===== config.mk =====
export PLATFORM = sky130hd
export DESIGN_NAME = fb_access_arbiter
export DESIGN_NICKNAME = d
export VERILOG_FILES = /design/src/rtl/fb_pkg.sv /design/src/rtl/fb_pix_pipe.sv /design/src/rtl/fb_access_arbiter.sv
export SDC_FILE = /design/constraint.sdc
export NUM_CORES = 1
export LEC_CHECK = 0
export ABC_AREA = 1
export CAP_MARGIN = 5
export CELL_PAD_IN_SITES_DETAIL_PLACEMENT = 2
export CELL_PAD_IN_SITES_GLOBAL_PLACEMENT = 2
export CORE_AREA = 2 2 107 109
export DETAILED_ROUTE_END_ITERATION = 12
export DIE_AREA = 0 0 109 111
export PLACE_DENSITY_LB_ADDON = 0.1
export RECOVER_POWER = 100
export SETUP_SLACK_MARGIN = 0.4
export SYNTH_ARGS = -nofsm -noshare
export SYNTH_HDL_FRONTEND = slang
export SYNTH_SLANG_ARGS = --single-unit

===== constraint.sdc =====
create_clock -name clk -period 2.7 [get_ports clk]
set_clock_uncertainty 0.15 [all_clocks]
set_input_delay 0.27 -clock clk [delete_from_list [all_inputs] [get_ports clk]]
set_output_delay 0.27 -clock clk [all_outputs]
set_load 0.03 [all_outputs]

===== src/rtl/fb_pkg.sv =====
// Shared constants and enums for the frame-buffer access arbiter.
// Display geometry defaults plus the FSM and memory-slot encodings.
package fb_pkg;

    localparam int unsigned H_ACTIVE = 640;
    localparam int unsigned V_ACTIVE = 480;
    localparam int unsigned H_TOTAL  = 800;
    localparam int unsigned V_TOTAL  = 525;

    typedef enum logic [1:0] {
        OFF,
        SYNC,
        SCAN
    } fb_state_e;

    typedef enum logic [1:0] {
        SLOT_NONE,
        SLOT_RD,
        SLOT_WR
    } fb_slot_e;

endpackage


===== src/rtl/fb_pix_pipe.sv =====
// Display-side alignment: carries each pixel strobe and its active flag for three
// cycles so the captured byte lines up with the SRAM read latency.
module fb_pix_pipe #(
    parameter int unsigned DATA_W = 8
) (
    input  logic              clk,
    input  logic              n_rst,
    input  logic              clear_i,
    input  logic              stb_i,
    input  logic              act_i,
    input  logic [DATA_W-1:0] mem_rdata_i,
    output logic [DATA_W-1:0] pix_data_o,
    output logic              pix_valid_o
);

    logic [1:0]        stb_q, stb_d;
    logic [1:0]        act_q, act_d;
    logic [DATA_W-1:0] pix_data_q, pix_data_d;
    logic              pix_valid_q, pix_valid_d;

    always_comb begin
        stb_d       = {stb_q[0], stb_i};
        act_d       = {act_q[0], act_i};
        pix_data_d  = pix_data_q;
        pix_valid_d = pix_valid_q;
        // Stage 2 coincides with mem_rdata for the strobe's read.
        if (stb_q[1]) begin
            pix_valid_d = act_q[1];
            pix_data_d  = act_q[1] ? mem_rdata_i : '0;
        end
        if (clear_i) begin
            stb_d       = '0;
            act_d       = '0;
            pix_data_d  = '0;
            pix_valid_d = 1'b0;
        end
    end

    always_ff @(posedge clk or negedge n_rst) begin
        if (!n_rst) begin
            stb_q       <= '0;
            act_q       <= '0;
            pix_data_q  <= '0;
            pix_valid_q <= 1'b0;
        end else begin
            stb_q       <= stb_d;
            act_q       <= act_d;
            pix_data_q  <= pix_data_d;
            pix_valid_q <= pix_valid_d;
        end
    end

    assign pix_data_o  = pix_data_q;
    assign pix_valid_o = pix_valid_q;

endmodule


===== src/rtl/fb_access_arbiter.sv =====
// Shares the single-port frame-buffer SRAM between VGA scan-out reads and a pixel
// writer; display reads take strobe cycles, the writer gets every other cycle.
module fb_access_arbiter #(
    parameter int unsigned DATA_W   = 8,
    parameter int unsigned ADDR_W   = 20,
    parameter int unsigned H_ACTIVE = 640,
    parameter int unsigned V_ACTIVE = 480
) (
    input  logic              clk,
    input  logic              n_rst,
    input  logic              enable,
    input  logic              pixel_clk,
    input  logic [9:0]        counter_out_col,
    input  logic [9:0]        counter_out_row,
    input  logic [ADDR_W-1:0] counter_out_addr,
    input  logic              vblank_only,
    input  logic              wr_req,
    input  logic [ADDR_W-1:0] wr_addr,
    input  logic [DATA_W-1:0] wr_data,
    output logic              wr_ack,
    output logic [ADDR_W-1:0] mem_addr,
    output logic [DATA_W-1:0] mem_wdata,
    output logic              mem_we,
    output logic              mem_re,
    input  logic [DATA_W-1:0] mem_rdata,
    output logic [DATA_W-1:0] pix_data,
    output logic              pix_valid,
    output logic              frame_start
);

    import fb_pkg::*;

    localparam logic [9:0] HActive = 10'(H_ACTIVE);
    localparam logic [9:0] VActive = 10'(V_ACTIVE);

    fb_state_e         state_q, state_d;
    fb_slot_e          slot;
    logic [ADDR_W-1:0] mem_addr_q, mem_addr_d;
    logic [DATA_W-1:0] mem_wdata_q, mem_wdata_d;
    logic              mem_we_q, mem_we_d;
    logic              mem_re_q, mem_re_d;
    logic              wr_ack_q, wr_ack_d;
    logic              frame_start_q, frame_start_d;
    logic              active, vblank, frame_origin, live;

    assign active       = (counter_out_col < HActive) && (counter_out_row < VActive);
    assign vblank       = (counter_out_row >= VActive);
    assign frame_origin = pixel_clk && (counter_out_col == '0) && (counter_out_row == '0);
    assign live         = enable && (state_q != OFF);

    always_comb begin
        state_d       = state_q;
        slot          = SLOT_NONE;
        mem_addr_d    = mem_addr_q;
        mem_wdata_d   = mem_wdata_q;
        mem_we_d      = 1'b0;
        mem_re_d      = 1'b0;
        wr_ack_d      = 1'b0;
        frame_start_d = 1'b0;

        if (!enable) begin
            state_d = OFF;
        end else begin
            unique case (state_q)
                OFF:     state_d = SYNC;
                SYNC:    if (frame_origin) state_d = SCAN;
                SCAN:    state_d = SCAN;
                default: state_d = OFF;
            endcase
        end

        // Reads win the strobe slot; !wr_ack_q stops a second grant while the
        // writer is still holding wr_req during its ack cycle.
        if (live) begin
            frame_start_d = frame_origin;
            if ((state_q == SCAN) && pixel_clk && active) begin
                slot = SLOT_RD;
            end else if (wr_req && !wr_ack_q && (!vblank_only || vblank)) begin
                slot = SLOT_WR;
            end
        end

        unique case (slot)
            SLOT_RD: begin
                mem_re_d   = 1'b1;
                mem_addr_d = counter_out_addr;
            end
            SLOT_WR: begin
                mem_we_d    = 1'b1;
                wr_ack_d    = 1'b1;
                mem_addr_d  = wr_addr;
                mem_wdata_d = wr_data;
            end
            default: ;
        endcase
    end

    always_ff @(posedge clk or negedge n_rst) begin
        if (!n_rst) begin
            state_q       <= OFF;
            mem_addr_q    <= '0;
            mem_wdata_q   <= '0;
            mem_we_q      <= 1'b0;
            mem_re_q      <= 1'b0;
            wr_ack_q      <= 1'b0;
            frame_start_q <= 1'b0;
        end else begin
            state_q       <= state_d;
            mem_addr_q    <= mem_addr_d;
            mem_wdata_q   <= mem_wdata_d;
            mem_we_q      <= mem_we_d;
            mem_re_q      <= mem_re_d;
            wr_ack_q      <= wr_ack_d;
            frame_start_q <= frame_start_d;
        end
    end

    fb_pix_pipe #(
        .DATA_W (DATA_W)
    ) u_pix_pipe (
        .clk         (clk),
        .n_rst       (n_rst),
        .clear_i     (state_q == OFF),
        .stb_i       (enable && (state_q == SCAN) && pixel_clk),
        .act_i       (active),
        .mem_rdata_i (mem_rdata),
        .pix_data_o  (pix_data),
        .pix_valid_o (pix_valid)
    );

    assign mem_addr    = mem_addr_q;
    assign mem_wdata   = mem_wdata_q;
    assign mem_we      = mem_we_q;
    assign mem_re      = mem_re_q;
    assign wr_ack      = wr_ack_q;
    assign frame_start = frame_start_q;

endmodule


==> results.toml, run 1 <==
[routing]
drt_iter0_markers = 43
drt_antenna_net_count = 0
drt_wl_total_um = 7300
routed_via_density = 4.12
detail_route.wl_per_cell_um = 14.2
highest_layer = "met4"
drc_violation_count_after_routing = 0
met1_length_um = 3350
dr.pass1.iters = 4
routed_met2_length_um = 3450
route.met3.wl_um = 387
vias = 2117

[logic_synthesis]
synth_most_common_cell = "dfrtp_1"
yosys_register_bits = 46
synth-edff-count = 0
synth-main-ff-cell = "dfrtp_1"
netlist.area_leader.share = 0.538
fraction_of_the_yosys_area_taken_by_sequential_cells = 0.538
ys.warnings.count = 0
synth_area_mm2 = 0.00214
post_synth_main_area_contributors = "dfrtp_1 (54%), a21oi_1 (9.4%), nor2_1 (6.5%), nand2_1 (6.1%), inv_1 (5.8%)"
syn_avg_cell_area_um2 = 8.80
synth-async-reset-ratio = 1.00
synth_cell_type_count = 20
area_leader_netlist = "dfrtp_1"
synth_fp_nets = 332
synth_top_cells_by_count = "dfrtp_1 (46), a21oi_1 (40), nor2_1 (37), nand2_1 (35), inv_1 (33)"
syn_inst = 243

[global_route]
global_route.overflow_total = 0
globalRouteTotalUtil = 0.123
vias_in_the_first_global_route = 2382
grt_max_degree = 24
antenna_violations_before_repair = 0
grt_first_pass_wirelength_um = 11800

[pwr]
power_density_mw_per_mm2 = 843
power_switching_w = 0.00129
sw_frac_of_total = 0.403
power.total_w = 0.00320
power.share.sequential = 0.324
p_int_w = 0.00191
vdd_drop_max_mv = 0.378
power.static_leakage_nw = 1.70
power.share.combinational = 0.482
power.clock.fraction = 0.194

[placement]
detailedPlacementHpwl_um = 5450
place_area_mm2 = 0.00356
placement.io_buffers = 122
globalplace.congestion = 0.698
pre_cts_slack_ns = 0.215

[sta]
finalHoldViolCount = 0
min_period_ns = 2.25
fin_ws_ns = 0.446
setup_violations = 0
timing.final.max_slew_violations = 0
achievable-frequency_mhz = 444
timing.final.crit_share = 0.835
rsz0062_at_grt = "no"
finalSetupTns_ns = 0
timing_worst_slew_pin_value_ns = 1.24
worst_slew_margin_rel = 0.171

[worst_setup_path]
critical_path.max_fanout = 20
worst_setup_path_start_kind = "flip-flop"
reg2reg_from = "state_q[1]"
timing.critical_path.required_ns = 2.72
critical_path_class = "flip-flop to flip-flop"
r2r_setup_slack_ns = 0.45
reg2reg_depth = 11
setup.worst_path.end_class = "flip-flop"
critical_path.reg2reg.endpoint = "mem_addr[17]"
crit_path_dat_ns = 2.27

[min_path]
worstHoldPathType = "input port to async pin"

[final_layout]
final_net_count = 459
postLayoutCellArea_mm2 = 0.00380
antenna-diode-count = 0
nFillCells = 1234
layout-drive-gt1-share = 0.108
area.growth.synth_to_final_pct = 77.4

[floorplan]
die_wd_um = 109
floorplan.die_area_mm2 = 0.0121
io-pin-count = 123
core.rowCount = 39
floorplan.initialDensity = 0.193
core_mm2 = 0.0111
die_y_um = 111

[cts]
insertion_delay_ns = 0.29
clk_path_buf_depth = 2
cts-buffers-inserted = 5
cts_num_sinks = 46
cts_root_buf = "clkbuf_16"
tritoncts = "built"
cts_htree_levels = 2
clk_pin_slew_ns = 0.07

[flow_run]
max_cap_viol_count = 0

[outcome]
outcome = "finished, final reports clean"
## metrics by stage
step,hold WS [ns],std cells,utilization
after floorplan,-0.176,243,-
after global placement,-0.0570,503,0.321
after detailed placement,-0.0661,503,0.321
after CTS,0.174,512,0.336
after global routing,0.224,514,0.343
final,0.196,514,0.343
## how the worst max path moves through the flow
stage	endpoint	slack (ns)	from
after floorplan	mem_addr[0]	0.59	state_q[0]
after global placement	mem_addr[16]	0.30	counter_out_col[7]
after detailed placement	mem_addr[16]	0.21	counter_out_col[7]
after CTS	mem_addr[15]	0.43	state_q[1]
after global routing	mem_addr[14]	0.21	state_q[1]
final	mem_addr[17]	0.45	state_q[1]
## worst max-delay path, stage by stage (launching register included)
cell     delay [ns]
dfrtp_1        0.39
inv_1          0.10
ha_1           0.24
inv_1          0.10
nand2_1        0.14
inv_1          0.08
nand4_1        0.16
nor2_4         0.16
ha_4           0.23
buf_8          0.17
a21oi_1        0.14
a21oi_1        0.08
## sequential cells by signal (all words and copies together), names as in the netlist
name and flops:
mem_addr 20, mem_wdata 8, u_pix_pipe.pix_data_o 8, state_q 2, u_pix_pipe.act_q 2, u_pix_pipe.stb_q 2
frame_start 1, mem_re 1, u_pix_pipe.pix_valid_o 1, wr_ack 1
## power groups by stage
stage	Sequential, W	Clock [W]	Combinational (W)
final	0.00104	0.000619	0.00154
after global routing	0.00108	0.000671	0.00168
after CTS	0.00105	0.000658	0.00161
after detailed placement	0.00106	0	0.00159
after global placement	0.00106	0	0.00157
after floorplan	0.00147	0	0.000439
## cell usage in the layout, fill, tap and decap left out, types with 2 or more instances in the layout
master / instances
a21oi_1: 35
a21oi_2: 5
buf_12: 3
clkbuf_1: 3
clkbuf_16: 6
clkdlybuf4s50_1: 79
dfrtp_1: 46
dlygate4sd3_1: 43
ha_1: 5
inv_1: 31
inv_2: 3
mux2_2: 8
nand2_1: 35
nand2_2: 2
nand3_1: 5
nand4_1: 2
nor2_1: 36
nor2_4: 3
o22ai_1: 8
or2_1: 2
## routing by layer
metal / GRT usage / vias up
li1: - / 1027
met1: 0.160 / 1017
met2: 0.203 / 64
met3: 0.0235 / 9
met4: 0.0419 / 0
met5: 0 / -
## area by class of cell
type | count | area (µm²) | share of cell area
Multi-Input combinational cell | 151 | 846 | 0.223
Timing Repair Buffer | 131 | 1340 | 0.353
Sequential cell | 46 | 1150 | 0.303
Clock inverter | 3 | 21.3 | 0.00560
Tap cell | 143 | 179 | 0.0471
Clock buffer | 5 | 125 | 0.0330
Inverter | 35 | 134 | 0.0353
## cells by family after synthesis
group | share of synthesized area
compound gates | 0.119
flops | 0.538
fa+ha+maj | 0.0409
simple gates | 0.176
mux | 0.0421
buf+inv | 0.0836
## timing repair
action / CTS / global route
gates resized for setup: 5 / 18
hold buffers: 1 / 0
gates cloned: 0 / 1
buffers inserted: 0 / 1
hold endpoints to repair: 46 / 0
pin swaps: 1 / 2
endpoints found under the setup margin: 28 / 28
Power figures use the tool's default switching activity.
==> inputs of run 2 (changes only) <==
==> constraint.sdc (replaced) <==
create_clock -name clk -period 2.1 [get_ports clk]
set_clock_uncertainty 0.15 [all_clocks]
set_input_delay 0.21 -clock clk [delete_from_list [all_inputs] [get_ports clk]]
set_output_delay 0.21 -clock clk [all_outputs]
set_load 0.03 [all_outputs]
==> run 2 against run 1 <==
Compared with the run above:
- critical path depth is 1 higher
- via count is 2.7% higher
- sequential power is 29% higher
- cell count is 2.9% higher
- highest routed layer unchanged
==> results.toml, run 2 (synthesized netlist as in run 1, its figures left out) <==
[global_route]
antenna_violations_before_repair = 0
globalRouteTotalUtil = 0.131
grt_first_pass_wirelength_um = 12400
global_route.overflow_total = 0
grt_max_degree = 21
vias_in_the_first_global_route = 2476

[placement]
globalplace.congestion = 0.680
pre_cts_slack_ns = -0.309
dp.cells = 511
detailedPlacementHpwl_um = 5770
placement.io_buffers = 122
place_area_mm2 = 0.00374

[worst_setup_path]
r2r_setup_slack_ns = 0.13
critical_path.max_fanout = 11
cp_top_family = "buffers and inverters"
worstPathBufferInverterCount = 4
reg2reg_from = "state_q[1]"
critical_path_class = "input port to flip-flop"
worst_setup_path_start_kind = "input port"
crit_path_dat_ns = 2.02
timing.critical_path.required_ns = 2.15
crit_path_cell_trace = "clkdlybuf4s50_1, or2_1, nand2_2, nand3_4, nor2_4, inv_2, nor2_4, inv_2, ha_4, buf_12, a21oi_2, a21oi_1"
setup.worst_path.start = "counter_out_col[8]"
setup.worst_path.end_class = "flip-flop"
crit_slowest_cell = "clkdlybuf4s50_1"
delay_of_the_slowest_critical_path_stage_ns = 0.39

[final_layout]
finish.cell_count_without_fillers = 529
final_net_count = 474
antenna-diode-count = 0
layout_commonest_cell = "clkdlybuf4s50_1"
final_cell_mix = "clkdlybuf4s50_1 (77), dfrtp_1 (46), nor2_1 (37)"
layout-drive-gt1-share = 0.181
area.growth.synth_to_final_pct = 82.2
postLayoutCellArea_mm2 = 0.00390
number_of_flip_flops_in_the_largest_register = 20

[pwr]
power.share.sequential = 0.321
p_int_w = 0.00244
power.static_leakage_nw = 1.74
power.share.combinational = 0.488
vdd_drop_max_mv = 0.439
power_density_mw_per_mm2 = 1070
power_switching_w = 0.00173
power.total_w = 0.00417
power.clock.fraction = 0.191
sw_frac_of_total = 0.415

[routing]
dr.pass1.iters = 4
drt_wl_total_um = 7660
drt_antenna_net_count = 0
drc_violation_count_after_routing = 0
drt_iter0_markers = 31
vias = 2174
routed_via_density = 4.11
detail_route.wl_per_cell_um = 14.5

[cts]
cts_root_buf = "clkbuf_16"
insertion_delay_ns = 0.28
cts_htree_levels = 2
clk_path_buf_depth = 2
cts_num_sinks = 46
tritoncts = "built"
clk_pin_slew_ns = 0.06
cts-buffers-inserted = 5

[outcome]
outcome = "finished, final reports clean"

[sta]
achievable-frequency_mhz = 507
setup_violations = 0
timing_worst_slew_pin_value_ns = 0.990
finalHoldViolCount = 0
timing.final.crit_share = 0.940
worst_slew_margin_rel = 0.340
rsz0062_at_grt = "yes"
timing.hold.ws_ns = 0.322
min_period_ns = 1.97
fin_ws_ns = 0.126
timing.final.max_slew_violations = 0

[floorplan]
core_mm2 = 0.0111
die_wd_um = 109
die_y_um = 111
floorplan.die_area_mm2 = 0.0121
core.rowCount = 39
io-pin-count = 123
floorplan.initialDensity = 0.193

[min_path]
worstHoldPathType = "flip-flop to flip-flop"
worstHoldStart = "u_pix_pipe.act_q[0]"

[flow_run]
max_cap_viol_count = 0
run 2: cell types whose count changed in the layout (fill, tap and decap cells not counted), moves of 12 or more:
| cell | change |
|---|---|
| a21oi_1 | -17 |
| buf_4 | +12 |
| a21oi_2 | +17 |
| dlygate4sd3_1 | -26 |
| clkbuf_1 | +19 |
run 2: cell type report:
class                      instances  area [µm²]
fill                            1260        7180
inverter                          35         144
clock buffer                       7         143
tap                              143         179
clock inverter                     1        5.00
timing repair buffer             146        1330
multi-input combinational        151         947
sequential                        46        1150
run 2: final timing paths:
kind                                        to  depth (start not counted)
max                               mem_addr[18]                         12
min                        u_pix_pipe.act_q[1]                          2
max reg2reg                       mem_addr[18]                         11
min reg2reg                u_pix_pipe.act_q[1]                          2
max in group asynchronous          mem_addr[2]                          3
min in group asynchronous         mem_addr[11]                          2
run 2: what timing repair did:
action                                  CTS  global route
endpoints found under the setup margin   36            48
pin swaps                                 3             0
buffers inserted                          7             1
resized for setup                        27            27
cloned                                    1             0
endpoints found under the hold margin    14             0
hold buffers                              1             0
run 2: metal layers:
layer | vias up | routed length (µm) | share of wire | global-route usage
met1 | 1043 | 3210 | 0.42 | 0.161
met5 | - | 0 | 0 | 0
met4 | 0 | 78 | 0.010 | 0.0359
met2 | 75 | 3800 | 0.50 | 0.227
li1 | 1052 | - | - | -
met3 | 4 | 574 | 0.075 | 0.0317
run 2: through the flow:
stage          utilization  setup TNS [ns]
2_1_floorplan            -               0
6_report             0.352               0
3_5_place_dp         0.338           -6.17
3_3_place_gp         0.338           -4.68
4_1_cts              0.365               0
5_1_grt              0.352               0
run 2: tightest hold or removal path, delay by kind of cell (launching register included):
| family | cells | cell delay (ns) |
|---|---|---|
| simple gates | 1 | 0.07 |
| flops | 1 | 0.32 |
| buf+inv | 1 | 0.04 |
run 2: power groups by stage:
stage          Combinational [W]  Sequential, W  Clock, W
2_1_floorplan           0.000741        0.00190         0
6_report                 0.00203        0.00134  0.000796
3_5_place_dp             0.00222        0.00137         0
4_1_cts                  0.00233        0.00136  0.000829
3_3_place_gp             0.00218        0.00137         0
5_1_grt                  0.00223        0.00138  0.000861
